### config.mk
export PLATFORM = sky130hd
export DESIGN_NAME = mod2_1_sdf
export DESIGN_NICKNAME = d
export VERILOG_FILES = /design/src/rtl/mod2_1_sdf_pkg.sv /design/src/rtl/mod2_1_dly_buf.sv /design/src/rtl/mod2_1_sdf.sv
export SDC_FILE = /design/constraint.sdc
export NUM_CORES = 2
export LEC_CHECK = 0
export BUFFER_PORTS_ARGS = -buffer_cell sky130_fd_sc_hd__buf_2
export CAP_MARGIN = 40
export CORE_ASPECT_RATIO = 1.75
export CORE_MARGIN = 2
export CORE_UTILIZATION = 47
export DETAILED_ROUTE_END_ITERATION = 7
export PLACE_DENSITY_LB_ADDON = 0.1
export SLEW_MARGIN = 10
export SYNTH_ARGS = -nofsm -noshare
export SYNTH_HDL_FRONTEND = slang
export SYNTH_SLANG_ARGS = --single-unit
### constraint.sdc
create_clock -name clk -period 16.25 [get_ports clk]
set_input_delay 0.8125 -clock clk [delete_from_list [all_inputs] [get_ports clk]]
set_output_delay 0.8125 -clock clk [all_outputs]
set_load 0.005 [all_outputs]
### src/rtl/mod2_1_sdf_pkg.sv
// Shared defaults, FSM state type and small helpers for the radix-2 SDF butterfly.
package mod2_1_sdf_pkg;

  localparam int unsigned DefWidth = 13;
  localparam int unsigned DefLanes = 8;
  localparam int unsigned DefDepth = 4;

  // StFill with pending set and cnt at 0 doubles as the post-frame decision point.
  typedef enum logic [1:0] {
    StIdle,
    StFill,
    StBf,
    StFlush
  } state_e;

  // Counter width for a buffer of the given depth; never zero.
  function automatic int unsigned cnt_width(int unsigned depth);
    return (depth > 1) ? $clog2(depth) : 1;
  endfunction

endpackage

### src/rtl/mod2_1_dly_buf.sv
// Delay buffer: DEPTH words of LANES complex samples, one read-before-write port.
// Read is combinational from the addressed slot; the write lands on the clock edge,
// so a read and write to the same slot in one cycle returns the old contents.
module mod2_1_dly_buf
  import mod2_1_sdf_pkg::*;
#(
  parameter int unsigned DW    = DefWidth + 1,
  parameter int unsigned LANES = DefLanes,
  parameter int unsigned DEPTH = DefDepth,
  parameter int unsigned AW    = cnt_width(DEPTH)
) (
  input  logic                  clk_i,
  input  logic                  we_i,
  input  logic [AW-1:0]         addr_i,
  input  logic [LANES*DW-1:0]   wdata_re_i,
  input  logic [LANES*DW-1:0]   wdata_im_i,
  output logic [LANES*DW-1:0]   rdata_re_o,
  output logic [LANES*DW-1:0]   rdata_im_o
);

  logic [LANES*DW-1:0] mem_re [DEPTH];
  logic [LANES*DW-1:0] mem_im [DEPTH];

  // Storage write; deliberately no reset, stale contents are never emitted.
  always_ff @(posedge clk_i) begin
    if (we_i) begin
      mem_re[addr_i] <= wdata_re_i;
      mem_im[addr_i] <= wdata_im_i;
    end
  end

  assign rdata_re_o = mem_re[addr_i];
  assign rdata_im_o = mem_im[addr_i];

endmodule

### src/rtl/mod2_1_sdf.sv
// Radix-2 single-delay-feedback butterfly, LANES parallel complex lanes per clock.
// A frame is 2*DEPTH blocks: the first DEPTH are buffered, each of the next DEPTH is
// combined with its partner; the sum goes out, the difference goes back to the buffer
// and leaves either during the next frame's fill or during a flush.
module mod2_1_sdf
  import mod2_1_sdf_pkg::*;
#(
  parameter int unsigned WIDTH = DefWidth,
  parameter int unsigned LANES = DefLanes,
  parameter int unsigned DEPTH = DefDepth
) (
  input  logic                              clk,
  input  logic                              rst,
  input  logic                              en,
  input  logic signed [LANES*WIDTH-1:0]     din_re,
  input  logic signed [LANES*WIDTH-1:0]     din_im,
  output logic signed [LANES*(WIDTH+1)-1:0] dout_re,
  output logic signed [LANES*(WIDTH+1)-1:0] dout_im,
  output logic                              dout_valid,
  output logic                              alert_out,
  output logic                              err
);

  localparam int unsigned W1   = WIDTH + 1;
  localparam int unsigned BW   = LANES * W1;
  localparam int unsigned CntW = cnt_width(DEPTH);
  localparam logic [CntW-1:0] CntLast = CntW'(DEPTH - 1);

  state_e          state_q, state_d;
  logic [CntW-1:0] cnt_q, cnt_d;
  logic            pend_q, pend_d;
  logic            err_q, err_d;
  logic            alert_q;
  logic            vld_q, vld_d;
  logic [BW-1:0]   out_re_q, out_re_d;
  logic [BW-1:0]   out_im_q, out_im_d;

  logic            buf_we;
  logic [BW-1:0]   buf_wre, buf_wim;
  logic [BW-1:0]   buf_rre, buf_rim;
  logic [BW-1:0]   din_x_re, din_x_im;
  logic [BW-1:0]   sum_re, sum_im;
  logic [BW-1:0]   dif_re, dif_im;

  logic            cnt_last;
  logic [CntW-1:0] cnt_inc;

  assign cnt_last = (cnt_q == CntLast);
  assign cnt_inc  = cnt_last ? '0 : cnt_q + CntW'(1);

  mod2_1_dly_buf #(
    .DW    (W1),
    .LANES (LANES),
    .DEPTH (DEPTH),
    .AW    (CntW)
  ) u_dly_buf (
    .clk_i      (clk),
    .we_i       (buf_we),
    .addr_i     (cnt_q),
    .wdata_re_i (buf_wre),
    .wdata_im_i (buf_wim),
    .rdata_re_o (buf_rre),
    .rdata_im_o (buf_rim)
  );

  // Per-lane full-precision arithmetic: a is the buffered (earlier) word, b the new input.
  always_comb begin
    din_x_re = '0;
    din_x_im = '0;
    sum_re   = '0;
    sum_im   = '0;
    dif_re   = '0;
    dif_im   = '0;
    for (int l = 0; l < LANES; l++) begin
      din_x_re[l*W1 +: W1] = {din_re[l*WIDTH + WIDTH - 1], din_re[l*WIDTH +: WIDTH]};
      din_x_im[l*W1 +: W1] = {din_im[l*WIDTH + WIDTH - 1], din_im[l*WIDTH +: WIDTH]};
      sum_re[l*W1 +: W1]   = buf_rre[l*W1 +: W1] + din_x_re[l*W1 +: W1];
      sum_im[l*W1 +: W1]   = buf_rim[l*W1 +: W1] + din_x_im[l*W1 +: W1];
      dif_re[l*W1 +: W1]   = buf_rre[l*W1 +: W1] - din_x_re[l*W1 +: W1];
      dif_im[l*W1 +: W1]   = buf_rim[l*W1 +: W1] - din_x_im[l*W1 +: W1];
    end
  end

  // Next-state, buffer control and output selection.
  always_comb begin
    state_d  = state_q;
    cnt_d    = cnt_q;
    pend_d   = pend_q;
    err_d    = err_q;
    buf_we   = 1'b0;
    buf_wre  = din_x_re;
    buf_wim  = din_x_im;
    vld_d    = 1'b0;
    out_re_d = out_re_q;
    out_im_d = out_im_q;

    case (state_q)
      StIdle: begin
        if (en) begin
          buf_we  = 1'b1;
          cnt_d   = cnt_inc;
          state_d = cnt_last ? StBf : StFill;
        end
      end

      StFill: begin
        if (en) begin
          // Read-before-write: the outgoing difference leaves as the new sample lands.
          buf_we = 1'b1;
          if (pend_q) begin
            vld_d    = 1'b1;
            out_re_d = buf_rre;
            out_im_d = buf_rim;
          end
          cnt_d = cnt_inc;
          if (cnt_last) begin
            pend_d  = 1'b0;
            state_d = StBf;
          end
        end else if (pend_q && (cnt_q == '0)) begin
          // No follow-on frame: this cycle is already the first flush read.
          vld_d    = 1'b1;
          out_re_d = buf_rre;
          out_im_d = buf_rim;
          cnt_d    = cnt_inc;
          if (cnt_last) begin
            pend_d  = 1'b0;
            state_d = StIdle;
          end else begin
            state_d = StFlush;
          end
        end
      end

      StBf: begin
        if (en) begin
          buf_we   = 1'b1;
          buf_wre  = dif_re;
          buf_wim  = dif_im;
          vld_d    = 1'b1;
          out_re_d = sum_re;
          out_im_d = sum_im;
          cnt_d    = cnt_inc;
          if (cnt_last) begin
            pend_d  = 1'b1;
            state_d = StFill;
          end
        end
      end

      StFlush: begin
        // Flush runs unconditionally; input arriving now cannot be accepted.
        if (en) begin
          err_d = 1'b1;
        end
        vld_d    = 1'b1;
        out_re_d = buf_rre;
        out_im_d = buf_rim;
        cnt_d    = cnt_inc;
        if (cnt_last) begin
          pend_d  = 1'b0;
          state_d = StIdle;
        end
      end

      default: begin
        state_d = StIdle;
      end
    endcase
  end

  // State and output registers with synchronous reset.
  always_ff @(posedge clk) begin
    if (rst) begin
      state_q  <= StIdle;
      cnt_q    <= '0;
      pend_q   <= 1'b0;
      err_q    <= 1'b0;
      alert_q  <= 1'b0;
      vld_q    <= 1'b0;
      out_re_q <= '0;
      out_im_q <= '0;
    end else begin
      state_q  <= state_d;
      cnt_q    <= cnt_d;
      pend_q   <= pend_d;
      err_q    <= err_d;
      alert_q  <= en;
      vld_q    <= vld_d;
      out_re_q <= out_re_d;
      out_im_q <= out_im_d;
    end
  end

  assign dout_re    = out_re_q;
  assign dout_im    = out_im_q;
  assign dout_valid = vld_q;
  assign alert_out  = alert_q;
  assign err        = err_q;

endmodule

==> results.sh <==
export IMPL_path_cells="buf_12 > buf_4 > mux4_2 > ha_1 > o21ai_0 > a21oi_1 > nor4_1 > o31ai_1 > a21boi_0 > xor2_1 > o21ai_0"
export IMPL_ir_worst_vdd_uv=86.3
export IMPL_final_core_util_pct=53.3
export IMPL_fin_worst_skew_ps=25.9
export IMPL_start_util_pct=47.5
export IMPL_rsz0062_at_grt="no"
export IMPL_status="complete, no violations"
export IMPL_crit_family="compound AO/OA/AOI/OAI gates"
export IMPL_syn_num_nets=6276
export IMPL_critPathLaunchType="flop"
export IMPL_die_x_um=283
export IMPL_grt_pass1_vias=45924
export IMPL_r2r_slack_ps=10840
export IMPL_dp_hpwl_mm=124
export IMPL_p_leak_uw=0.0276
export IMPL_fill_cells=11778
export IMPL_cp_end_kind="flop"
export IMPL_area_delta_synth_final_pct=12.3
export IMPL_cts_root_buf="clkbuf_16"
export IMPL_io_pins=438
export IMPL_crit_arrival_ps=5890
export IMPL_drv_slew=0
export IMPL_cpPeakStageDelay_ps=850
export IMPL_cts_hold_buf=0
export IMPL_hold_depth=1
export IMPL_hold_class="reg -> reg"
export IMPL_via_per_inst=5.78
export IMPL_worstSetupPathType="reg -> reg"
export IMPL_overflow=0
export IMPL_grt_pass1_wl_mm=276
export IMPL_crit_path_end="u_dly_buf.mem_im[1][53]"
export IMPL_post_cts_setup_buffers=0
export IMPL_coreArea_um2=135000
export IMPL_rows=178
export IMPL_synth_area_per_cell_um2=11.5
export IMPL_grtUsageTotal_pct=26.3
export IMPL_cts_sinks=1130
export IMPL_ys_seq_area_share_pct=49.5
export IMPL_rr_endpoint="u_dly_buf.mem_im[1][53]"
export IMPL_vias=45076
export IMPL_portBuffers=437
export IMPL_drcViolationCount=0
export IMPL_grt_antenna_before_repair=51
export IMPL_drt_first_pass_iters=5
export IMPL_gp_congestion=0.897
export IMPL_crit_buf_inv=2
export IMPL_clk_pin_slew_ps=70
export IMPL_maxCapViolations=0
export IMPL_clk_latency_ps=730
export IMPL_final_min_period_over_clock_period_pct=33.3
export IMPL_setup_viol_count_final=0
export IMPL_numCtsBuffers=109
export IMPL_cts_resized=0
export IMPL_clk_path_buf_depth=3
export IMPL_crit_path_max_fanout=79
export IMPL_die_area_um2=139000
export IMPL_p_total_uw=7710
export IMPL_worst_pin_slew_ps=1210
export IMPL_grt_start_max_net_pins=175
export IMPL_tritoncts="built"
export IMPL_fin_setup_tns_ps=0
export IMPL_syn_area_um2=63800
export IMPL_synthArstFlopShare_pct=0
export IMPL_relSlewSlack_pct=19.1
export IMPL_htree_num_levels=3
export IMPL_nNetsFinal=6596
export IMPL_ant_nets=0
export IMPL_ys_flop_type="edfxtp_1"
export IMPL_powerDensity_nw_per_um2=108
export IMPL_path_depth=11
export IMPL_drive_gt1_share_pct=16.1
export IMPL_hold_violations=0
export IMPL_synth_cells=5568
export IMPL_die_y_um=492
export IMPL_hold_slack_ps=450
export IMPL_drt_iter0_drc=2863
export IMPL_ys_ff_latch=1130
export IMPL_cp_common_cell="o21ai_0"
export IMPL_drt_wl_total_mm=184
export IMPL_fmax_mhz=185
export IMPL_r2r_cells=11
export IMPL_ys_types=80
export IMPL_layout_min_cycle_time_ps=5410
export IMPL_cpMaxStageDelayCell="dfxtp_4"
export IMPL_synth_edf_count=896
export IMPL_wl_per_cell_um=23.6
export IMPL_required_ps=16730
export IMPL_ys_warn_count=0
==> placed cells by master, fill, tap and decap left out, drive strengths merged, types with 17 or more instances in the layout <==
cell type,instances
nor2b,41
mux2i,17
a31oi,60
fa,32
a21o,65
clkbuf,136
edfxtp,896
a211o,24
xor2,83
nand2,346
o22ai,18
xnor2,268
nor3,89
mux4,224
or4,24
or2,22
o21a,22
o21bai,62
o311ai,18
a21boi,17
ha,465
clkinv,32
o31ai,51
a221oi,31
o21ai,381
a22oi,47
nand2b,93
nor2,433
a2111oi,18
a21oi,394
nand3,54
buf,493
diode,20
a211oi,92
and3,30
inv,407
nor4,42
dfxtp,234
==> report_power, final <==
| group | internal, µW | switching (µW) | total (µW) |
|---|---|---|---|
| Sequential | 3230 | 29.2 | 3260 |
| Clock | 1510 | 1170 | 2680 |
| Combinational | 725 | 1050 | 1780 |
| Total | 5470 | 2250 | 7710 |
==> final cells by class <==
| type | instances | area [µm²] | area share, % |
|---|---|---|---|
| clock inverters | 73 | 813 | 1.13 |
| well taps | 1800 | 2250 | 3.14 |
| repair buffers | 494 | 2950 | 4.11 |
| flip-flops and latches | 1130 | 31600 | 44.1 |
| inverters | 394 | 1480 | 2.06 |
| clock buffers | 135 | 2930 | 4.08 |
| multi-input cells | 3759 | 29600 | 41.3 |
| diodes | 20 | 50.0 | 0.0698 |
==> cells by family (layout without fill, tap and decap cells) <==
family	count (synthesis)	after routing	synth area share (%)
AND/OR/NAND/NOR	1251	1251	9.09
adder cells (fa/ha/maj)	497	497	10.1
multiplexers	248	248	8.32
other	0	20	0
flip-flops	1130	1130	49.5
buffers and inverters	679	1096	4.24
XOR/XNOR	351	351	4.83
AO/OA/AOI/OAI	1412	1412	13.9
==> registers in the layout, indices dropped and copies added, names as in the netlist, 2 cells and up, named ones only <==
register          count
state_q               2
dout_im             112
cnt_q                 2
dout_re             112
u_dly_buf.mem_im    448
u_dly_buf.mem_re    448
==> worst register-to-register path, cell delays in order (launching register included) <==
cell and delay, ps:
dfxtp_4 850, buf_12 620, buf_4 580, mux4_2 610
ha_1 460, o21ai_0 140, a21oi_1 220, nor4_1 100
o31ai_1 730, a21boi_0 270, xor2_1 200, o21ai_0 370
==> worst min path at each step <==
stage	startpoint	end	slack, ps
3_3_place_gp	dout_im[89]	dout_im[89]	430
2_1_floorplan	dout_im[5]	dout_im[5]	440
4_1_cts	din_im[46]	u_dly_buf.mem_im[3][49]	450
5_1_grt	dout_im[33]	dout_im[33]	470
6_report	dout_im[89]	dout_im[89]	450
3_5_place_dp	dout_re[47]	dout_re[47]	440
==> through the flow <==
stage | setup WS [ps] | cell area, µm² | cells
2_1_floorplan | 3200 | 63800 | 5568
3_3_place_gp | 10470 | 67600 | 7564
3_5_place_dp | 10690 | 67900 | 7577
4_1_cts | 10650 | 71700 | 7785
5_1_grt | 10250 | 71700 | 7791
6_report | 10840 | 71700 | 7805
==> per-layer routing <==
metal	up-vias	GRT usage (%)	share of wire, %
li1	21224	-	-
met1	22263	30.6	39
met2	1183	47.0	51
met3	354	6.12	6.9
met4	52	9.05	3.3
met5	-	0	0.19
==> Yosys cell counts (29+ instances only) <==
cell      instances  area (µm²)
a211oi_1         92         691
a21o_1           65         488
a21oi_1         393        1970
a221oi_1         29         254
a22oi_1          47         353
a31oi_1          60         375
and3_1           30         188
buf_2            80         400
clkbuf_1        184         691
dfxtp_1         234        4680
edfxtp_1        896       26900
fa_1             32         641
ha_1            465        5820
inv_1           392        1470
mux4_2          219        4930
nand2_1         346        1300
nand2b_1         93         582
nand3_1          54         270
nor2_1          433        1630
nor2b_1          41         257
nor3_1           89         445
nor4_1           42         263
o21ai_0         381        1910
o21bai_1         62         465
o31ai_1          51         383
xnor2_1         267        2340
xor2_1           83         727
(Power assumes the default switching activity.)
